## src/rtl/jzjpcc_fetch_queue_pkg.sv

```systemverilog
// Shared types and constants for the fetch queue: the NOP filler and the {instr, pc} entry layout.
package jzjpcc_pkg;
    localparam int          PC_MAX_B  = 31;
    localparam logic [31:0] NOP_INSTR = 32'h00000013;

    typedef struct packed {
        logic [31:0]       instr;
        logic [PC_MAX_B:2] pc;
    } fetch_entry_t;
endpackage

```

## src/rtl/jzjpcc_fetch_queue_if.sv

```systemverilog
// Fetch-to-decode bus around the queue; master is the fetch/decode environment, slave is the queue.
interface jzjpcc_fetch_queue_if;
    import jzjpcc_pkg::*;

    logic                  fetch_valid;
    logic [31:0]           instruction_fetch;
    logic [PC_MAX_B:2]     pc_fetch;
    logic                  flush;
    logic                  stall_decode;
    logic                  stall_fetch;
    logic                  valid_decode;
    logic [31:0]           instruction_decode;
    logic [PC_MAX_B:2]     pc_decode;
    logic                  overflow;

    modport master (
        output fetch_valid, instruction_fetch, pc_fetch, flush, stall_decode,
        input  stall_fetch, valid_decode, instruction_decode, pc_decode, overflow
    );

    modport slave (
        input  fetch_valid, instruction_fetch, pc_fetch, flush, stall_decode,
        output stall_fetch, valid_decode, instruction_decode, pc_decode, overflow
    );
endinterface

```

## src/rtl/jzjpcc_fetch_queue_fifo_ctrl.sv

```systemverilog
// Pointer/count bookkeeping for the fetch queue; qualifies push and pop and flags pushes into a full queue.
module jzjpcc_fetch_queue_fifo_ctrl
    import jzjpcc_pkg::*;
#(
    parameter int DEPTH = 2
) (
    input  logic                       clock,
    input  logic                       reset_n,
    input  logic                       fetch_valid_i,
    input  logic                       flush_i,
    input  logic                       stall_decode_i,
    output logic                       push_o,
    output logic                       pop_o,
    output logic                       ovf_push_o,
    output logic [$clog2(DEPTH)-1:0]   rd_ptr_o,
    output logic [$clog2(DEPTH)-1:0]   wr_ptr_o,
    output logic [$clog2(DEPTH):0]     count_o,
    output logic [$clog2(DEPTH):0]     count_d_o
);
    localparam int AW = $clog2(DEPTH);
    localparam int CW = AW + 1;
    localparam logic [CW-1:0] DEPTH_C = CW'(DEPTH);

    logic [AW-1:0] rd_ptr_q, rd_ptr_d;
    logic [AW-1:0] wr_ptr_q, wr_ptr_d;
    logic [CW-1:0] count_q,  count_d;
    logic          full, empty, push, pop;

    assign full  = (count_q == DEPTH_C);
    assign empty = (count_q == '0);
    assign pop   = !empty && !stall_decode_i && !flush_i;
    // A full queue still takes a push when the head leaves in the same cycle.
    assign push  = fetch_valid_i && !flush_i && (!full || pop);

    always_comb begin
        rd_ptr_d = rd_ptr_q;
        wr_ptr_d = wr_ptr_q;
        count_d  = count_q;
        if (flush_i) begin
            rd_ptr_d = wr_ptr_q;
            count_d  = '0;
        end else begin
            if (push) wr_ptr_d = wr_ptr_q + AW'(1);
            if (pop)  rd_ptr_d = rd_ptr_q + AW'(1);
            case ({push, pop})
                2'b10:   count_d = count_q + CW'(1);
                2'b01:   count_d = count_q - CW'(1);
                default: count_d = count_q;
            endcase
        end
    end

    always_ff @(posedge clock) begin
        if (!reset_n) begin
            rd_ptr_q <= '0;
            wr_ptr_q <= '0;
            count_q  <= '0;
        end else begin
            rd_ptr_q <= rd_ptr_d;
            wr_ptr_q <= wr_ptr_d;
            count_q  <= count_d;
        end
    end

    assign push_o     = push;
    assign pop_o      = pop;
    assign ovf_push_o = fetch_valid_i && !flush_i && full && !pop;
    assign rd_ptr_o   = rd_ptr_q;
    assign wr_ptr_o   = wr_ptr_q;
    assign count_o    = count_q;
    assign count_d_o  = count_d;
endmodule

```

## src/rtl/jzjpcc_fetch_queue.sv

```systemverilog
// Instruction queue between fetch and decode: in-order storage, registered fetch backpressure,
// flush of wrong-path entries and a sticky overflow flag.
module jzjpcc_fetch_queue
    import jzjpcc_pkg::*;
#(
    parameter int DEPTH = 2
) (
    input  logic                 clock,
    input  logic                 reset_n,
    jzjpcc_fetch_queue_if.slave  bus
);
    localparam int AW = $clog2(DEPTH);
    localparam int CW = AW + 1;
    localparam logic [CW-1:0] STALL_AT = CW'(DEPTH - 1);

    logic          push, pop, ovf_push;
    logic [AW-1:0] rd_ptr, wr_ptr;
    logic [CW-1:0] count, count_d;

    jzjpcc_fetch_queue_fifo_ctrl #(.DEPTH(DEPTH)) u_ctrl (
        .clock          (clock),
        .reset_n        (reset_n),
        .fetch_valid_i  (bus.fetch_valid),
        .flush_i        (bus.flush),
        .stall_decode_i (bus.stall_decode),
        .push_o         (push),
        .pop_o          (pop),
        .ovf_push_o     (ovf_push),
        .rd_ptr_o       (rd_ptr),
        .wr_ptr_o       (wr_ptr),
        .count_o        (count),
        .count_d_o      (count_d)
    );

    fetch_entry_t mem_q [DEPTH];
    fetch_entry_t head;
    logic         stall_fetch_q, stall_fetch_d;
    logic         overflow_q,    overflow_d;

    // Storage is deliberately left uninitialised; valid_decode gates it.
    always_ff @(posedge clock) begin
        if (push) mem_q[wr_ptr] <= '{instr: bus.instruction_fetch, pc: bus.pc_fetch};
    end

    // Stall one entry early so the fetch already in flight lands in the spare slot.
    assign stall_fetch_d = (count_d >= STALL_AT);
    assign overflow_d    = overflow_q || ovf_push;

    always_ff @(posedge clock) begin
        if (!reset_n) begin
            stall_fetch_q <= 1'b0;
            overflow_q    <= 1'b0;
        end else begin
            stall_fetch_q <= stall_fetch_d;
            overflow_q    <= overflow_d;
        end
    end

    assign head                   = mem_q[rd_ptr];
    assign bus.valid_decode       = (count != '0);
    assign bus.instruction_decode = bus.valid_decode ? head.instr : NOP_INSTR;
    assign bus.pc_decode          = bus.valid_decode ? head.pc : '0;
    assign bus.stall_fetch        = stall_fetch_q;
    assign bus.overflow           = overflow_q;

    logic unused_pop;
    assign unused_pop = pop;
endmodule
```

## src/flat_wrapper.sv

```systemverilog
// flat-port wrapper written by rule: the top's interface ports become plain ports
module jzjpcc_fetch_queue_flat import jzjpcc_pkg::*;
#(
    parameter int DEPTH = 2
)
  (clock, reset_n, bus_fetch_valid, bus_instruction_fetch, bus_pc_fetch, bus_flush, bus_stall_decode, bus_stall_fetch, bus_valid_decode, bus_instruction_decode, bus_pc_decode, bus_overflow);
  jzjpcc_fetch_queue_if bus_i ();
  input  logic clock;
  input  logic reset_n;
  input wire logic [$bits(bus_i.fetch_valid)-1:0] bus_fetch_valid;
  input wire logic [$bits(bus_i.instruction_fetch)-1:0] bus_instruction_fetch;
  input wire logic [$bits(bus_i.pc_fetch)-1:0] bus_pc_fetch;
  input wire logic [$bits(bus_i.flush)-1:0] bus_flush;
  input wire logic [$bits(bus_i.stall_decode)-1:0] bus_stall_decode;
  output wire logic [$bits(bus_i.stall_fetch)-1:0] bus_stall_fetch;
  output wire logic [$bits(bus_i.valid_decode)-1:0] bus_valid_decode;
  output wire logic [$bits(bus_i.instruction_decode)-1:0] bus_instruction_decode;
  output wire logic [$bits(bus_i.pc_decode)-1:0] bus_pc_decode;
  output wire logic [$bits(bus_i.overflow)-1:0] bus_overflow;
  assign bus_i.fetch_valid = bus_fetch_valid;
  assign bus_i.instruction_fetch = bus_instruction_fetch;
  assign bus_i.pc_fetch = bus_pc_fetch;
  assign bus_i.flush = bus_flush;
  assign bus_i.stall_decode = bus_stall_decode;
  assign bus_stall_fetch = bus_i.stall_fetch;
  assign bus_valid_decode = bus_i.valid_decode;
  assign bus_instruction_decode = bus_i.instruction_decode;
  assign bus_pc_decode = bus_i.pc_decode;
  assign bus_overflow = bus_i.overflow;
  jzjpcc_fetch_queue #(.DEPTH(DEPTH)) u_core (.clock(clock), .reset_n(reset_n), .bus(bus_i));
endmodule
```

## config.mk

```make
export PLATFORM = sky130hd
export DESIGN_NAME = jzjpcc_fetch_queue_flat
export DESIGN_NICKNAME = d
export VERILOG_FILES = /design/src/rtl/jzjpcc_fetch_queue_pkg.sv /design/src/rtl/jzjpcc_fetch_queue_if.sv /design/src/rtl/jzjpcc_fetch_queue_fifo_ctrl.sv /design/src/rtl/jzjpcc_fetch_queue.sv /design/src/flat_wrapper.sv
export SDC_FILE = /design/constraint.sdc
export NUM_CORES = 1
export LEC_CHECK = 0
export ABC_AREA = 1
export BUFFER_PORTS_ARGS = -buffer_cell sky130_fd_sc_hd__buf_2
export CORE_ASPECT_RATIO = 1.5
export CORE_MARGIN = 3
export CORE_UTILIZATION = 36
export CTS_BUF_LIST = sky130_fd_sc_hd__clkbuf_8 sky130_fd_sc_hd__clkbuf_16
export DETAILED_ROUTE_END_ITERATION = 6
export SYNTH_ARGS = -nofsm -noshare
export SYNTH_HDL_FRONTEND = slang
export SYNTH_SLANG_ARGS = --single-unit
```

## constraint.sdc

```tcl
create_clock -name clock -period 5.1 [get_ports clock]
set_input_delay 0 -clock clock [delete_from_list [all_inputs] [get_ports clock]]
set_output_delay 0 -clock clock [all_outputs]
set_load 0.005 [all_outputs]
```

==> summary.md <==
| Metric | Value |
|---|---|
| Number of levels the H-tree was split into | 4 |
| Largest clock skew in the final design | 0.009017 ns |
| Horizontal extent of the die | 102.3 microns |
| Sequential fraction of the synthesis area | 0.7712 |
| Proportion of layout cells with a drive suffix above 1 | 0.3069 |
| CP max-delay cell | sky130_fd_sc_hd__nor2_4 |
| Final WL | 11,470 microns |
| Die Y-Extent | 150.5 microns |
| Initial antenna violation count | 0 |
| Drt initial violations | 187 |
| Arrival time worst endpoint | 2.43 ns |
| Number of buffers added by the clock tree synthesis step | 17 |
| Metal2 WL | 6133 microns |
| Clk_lat worst skew | 0.40 ns |
| Kind of critical path | reg2reg |
| CP max stage delay | 0.71 ns |
| Clk buf depth | 2 |
| Via count | 3,499 |
| Cells along the critical path | inv_2, nand3_1, nand2_2, nor2_4, buf_4 |
| Count of buffers inserted at the top-level ports | 131 |
| Worst Path Required | 5.14 ns |
| Post-CTS setup-driven buffer insertion count | 0 |
| Number of nets in the synthesized netlist | 447 |
| Total track usage | 0.1513 |
| Fin Setup TNS | 0 ns |
| Synthesized instance count | 380 |
| Setup crit end kind | flip-flop |
| Fin crit share | 0.4686 |
| Final critical delay including setup and external delays | 2.390 ns |
| Starting utilization of the core area | 0.3702 |
| Average wire per standard cell | 15.19 microns |
| ANT cells | 0 |
| Final layout net count | 647 |
| Distinct cell type count of the synthesized netlist | 21 |
| Vias/cell | 4.634 |
| CTS root buf | sky130_fd_sc_hd__clkbuf_16 |
| Wire length of the first global-routing pass | 17,570 microns |
| Detailed-router iteration count before antenna repair | 4 |
| Sinks on the clock net | 131 |
| Sum of net half-perimeters after detailed placement | 6789 microns |
| Clk slew on worst S/H paths | 0.05 ns |
| Synthesis-stage register bit count | 131 |
| MaxCap Viol Count | 0 |
| Average cell area after synthesis | 13.18 sq um |
| Worst IR drop on VDD | 0.2490 mV |
| Routed length on met1 | 4646 microns |
| Leakage power of the design | 2.857 nW |
| Worst rel slew slack | 0.2510 |
| Type of the worst min-delay path | in2reg |
| Final setup violation count | 0 |
| Endpoints failing hold | 0 |
| GR Overflow Total | 0 |
| Max Fanout on Critical Path | 33 |
| Least-Margin Pin Slew | 1.122 ns |
| Netlist area before placement | 0.005010 sq mm |
| Total core area | 0.01353 sq mm |
| Number of nets still failing antenna checks after routing | 0 |
| Unrepaired setup endpoints after global routing | false |
| Die area | 0.01540 sq mm |
| Worst Hold Path Cells | 5 |
| Rows | 52 |
| Count of filler cells inserted in the layout | 1,188 |
| Fmax achieved | 418.4 MHz |
| FF-to-FF setup slack | 2.71 ns |
| Global placement routability congestion | 0.7255 |
| TritonCTS clock tree | done |
| Status | complete, no violations |
| Vias in the first global route | 3,589 |
| Cell area after placement | 0.005798 sq mm |
| Power density cells | 365.2 mW/mm^2 |
| Crit start category | flip-flop |
| Highest layer used for signal routing | met4 |
| Number of remaining DRC errors | 0 |
| Length of routed met3 wiring | 576 microns |
| Num ports | 132 |
| Largest net degree at the start of global routing | 63 |
| Design area | 0.007034 sq mm |
| Pins Over Slew Limit | 0 |
| Area growth from synthesis to layout | 40.41% |
| Depth of the worst register-to-register path | 5 |
| Count of synthesis-stage warnings from yosys | 0 |
## routing by layer
layer	vias up	global-route usage
met1	1664	0.1726
met4	0	0.05844
li1	1732	-
met5	-	0
met2	97	0.2669
met3	6	0.04033
## cell usage after synthesis (all sizes together)
library cell  count  area, sq um
a21oi            60        337.8
a31oi             2        12.51
buf              18        105.1
clkbuf            1        3.750
dfxtp             7        140.1
edfxtp          124         3724
inv              12        47.55
nand2           134        524.3
nand3             9        55.05
nand4             3        18.77
nor2              7        26.28
nor3              2        10.01
o21ai             1        5.000
## cells in the final DEF, fill, tap and decap left out
cell                            netlist  routed
sky130_fd_sc_hd__nand2_8              1       1
sky130_fd_sc_hd__a21oi_2             10      10
sky130_fd_sc_hd__nand2_1            131     131
sky130_fd_sc_hd__a21oi_1             50      50
sky130_fd_sc_hd__clkbuf_16            0      17
sky130_fd_sc_hd__clkinvlp_4           0       3
sky130_fd_sc_hd__edfxtp_1           124     124
sky130_fd_sc_hd__inv_1                8      11
sky130_fd_sc_hd__nand4_1              3       3
sky130_fd_sc_hd__a31oi_1              2       2
sky130_fd_sc_hd__buf_4                1       3
sky130_fd_sc_hd__clkinv_2             0       3
sky130_fd_sc_hd__dlygate4sd3_1        0      66
sky130_fd_sc_hd__clkinv_1             0       3
sky130_fd_sc_hd__dfxtp_1              7       6
sky130_fd_sc_hd__nor3_1               2       2
sky130_fd_sc_hd__nand2_2              2       2
sky130_fd_sc_hd__inv_2                3       3
sky130_fd_sc_hd__nand3_1              7       7
sky130_fd_sc_hd__nor2_1               7       5
sky130_fd_sc_hd__inv_4                1       1
sky130_fd_sc_hd__bufinv_16            0       3
sky130_fd_sc_hd__o21ai_0              1       1
sky130_fd_sc_hd__buf_2               15     131
sky130_fd_sc_hd__dfxtp_2              0       1
sky130_fd_sc_hd__nor2_4               0       2
sky130_fd_sc_hd__nand3_2              2       2
## worst max-delay path: cells and delay by family, from the launching register on
family                 cells  cell delay (ns)
DFF                        1             0.39
buffers and inverters      2             0.65
and+or+nand+nor            3             0.96
## power by group
| part | total (W) | switching (W) | leakage (nW) | internal [W] |
|---|---|---|---|---|
| Combinational | 0.000172 | 0.0000937 | 1.38 | 0.0000787 |
| Sequential | 0.00123 | 0.00000910 | 1.20 | 0.00122 |
| Clock | 0.00117 | 0.000415 | 0.285 | 0.000754 |
## flip-flops by register name (all words and copies together), names as in the netlist, named ones only
register	flops
u_core.mem_q	124
u_core.u_ctrl.count_o	2
u_core.bus.overflow	1
u_core.bus.stall_fetch	1
u_core.u_ctrl.rd_ptr_o	1
u_core.u_ctrl.wr_ptr_o	1
## stage by stage
stage	setup slack [ns]	std cells	utilization	power, W	hold WS, ns
after CTS	2.642	755	0.5198	0.002595	0.06046
after floorplan	1.350	380	-	0.001318	0.09887
after global placement	2.724	657	0.4284	0.001381	0.1890
after detailed placement	2.649	657	0.4284	0.001385	0.1912
after global routing	2.546	755	0.5198	0.002670	0.09942
final	2.710	755	0.5198	0.002569	0.07746
## repair_timing
action,4_1_cts,5_1_grt
endpoints found under the hold margin,131,0
resized for setup,0,0
hold buffers,66,0
## cells by family after synthesis
family / count (synthesis) / synth area share
buffers and inverters: 31 / 0.03122
flip-flops: 131 / 0.7712
AND/OR/NAND/NOR: 155 / 0.1266
AO/OA/AOI/OAI: 63 / 0.07093
## final timing paths
kind	startpoint	end
max reg2reg	u_core.u_ctrl.count_o[0]	u_core.mem_q[0][34]
min reg2reg	u_core.u_ctrl.rd_ptr_o	u_core.u_ctrl.rd_ptr_o
min	bus_fetch_valid	u_core.u_ctrl.count_o[0]
max	u_core.u_ctrl.count_o[0]	u_core.mem_q[0][34]
## cell type report
cell class                      count  area [sq um]  share of cell area
Timing Repair Buffer              200          1339              0.1903
Clock inverter                     15         150.1             0.02134
Clock buffer                       17         425.4             0.06048
Tap cell                          162         202.7             0.02882
Inverter                           12         47.55            0.006759
Multi-Input combinational cell    218          1005              0.1428
Sequential cell                   131          3865              0.5494
(Power assumes the default switching activity.)
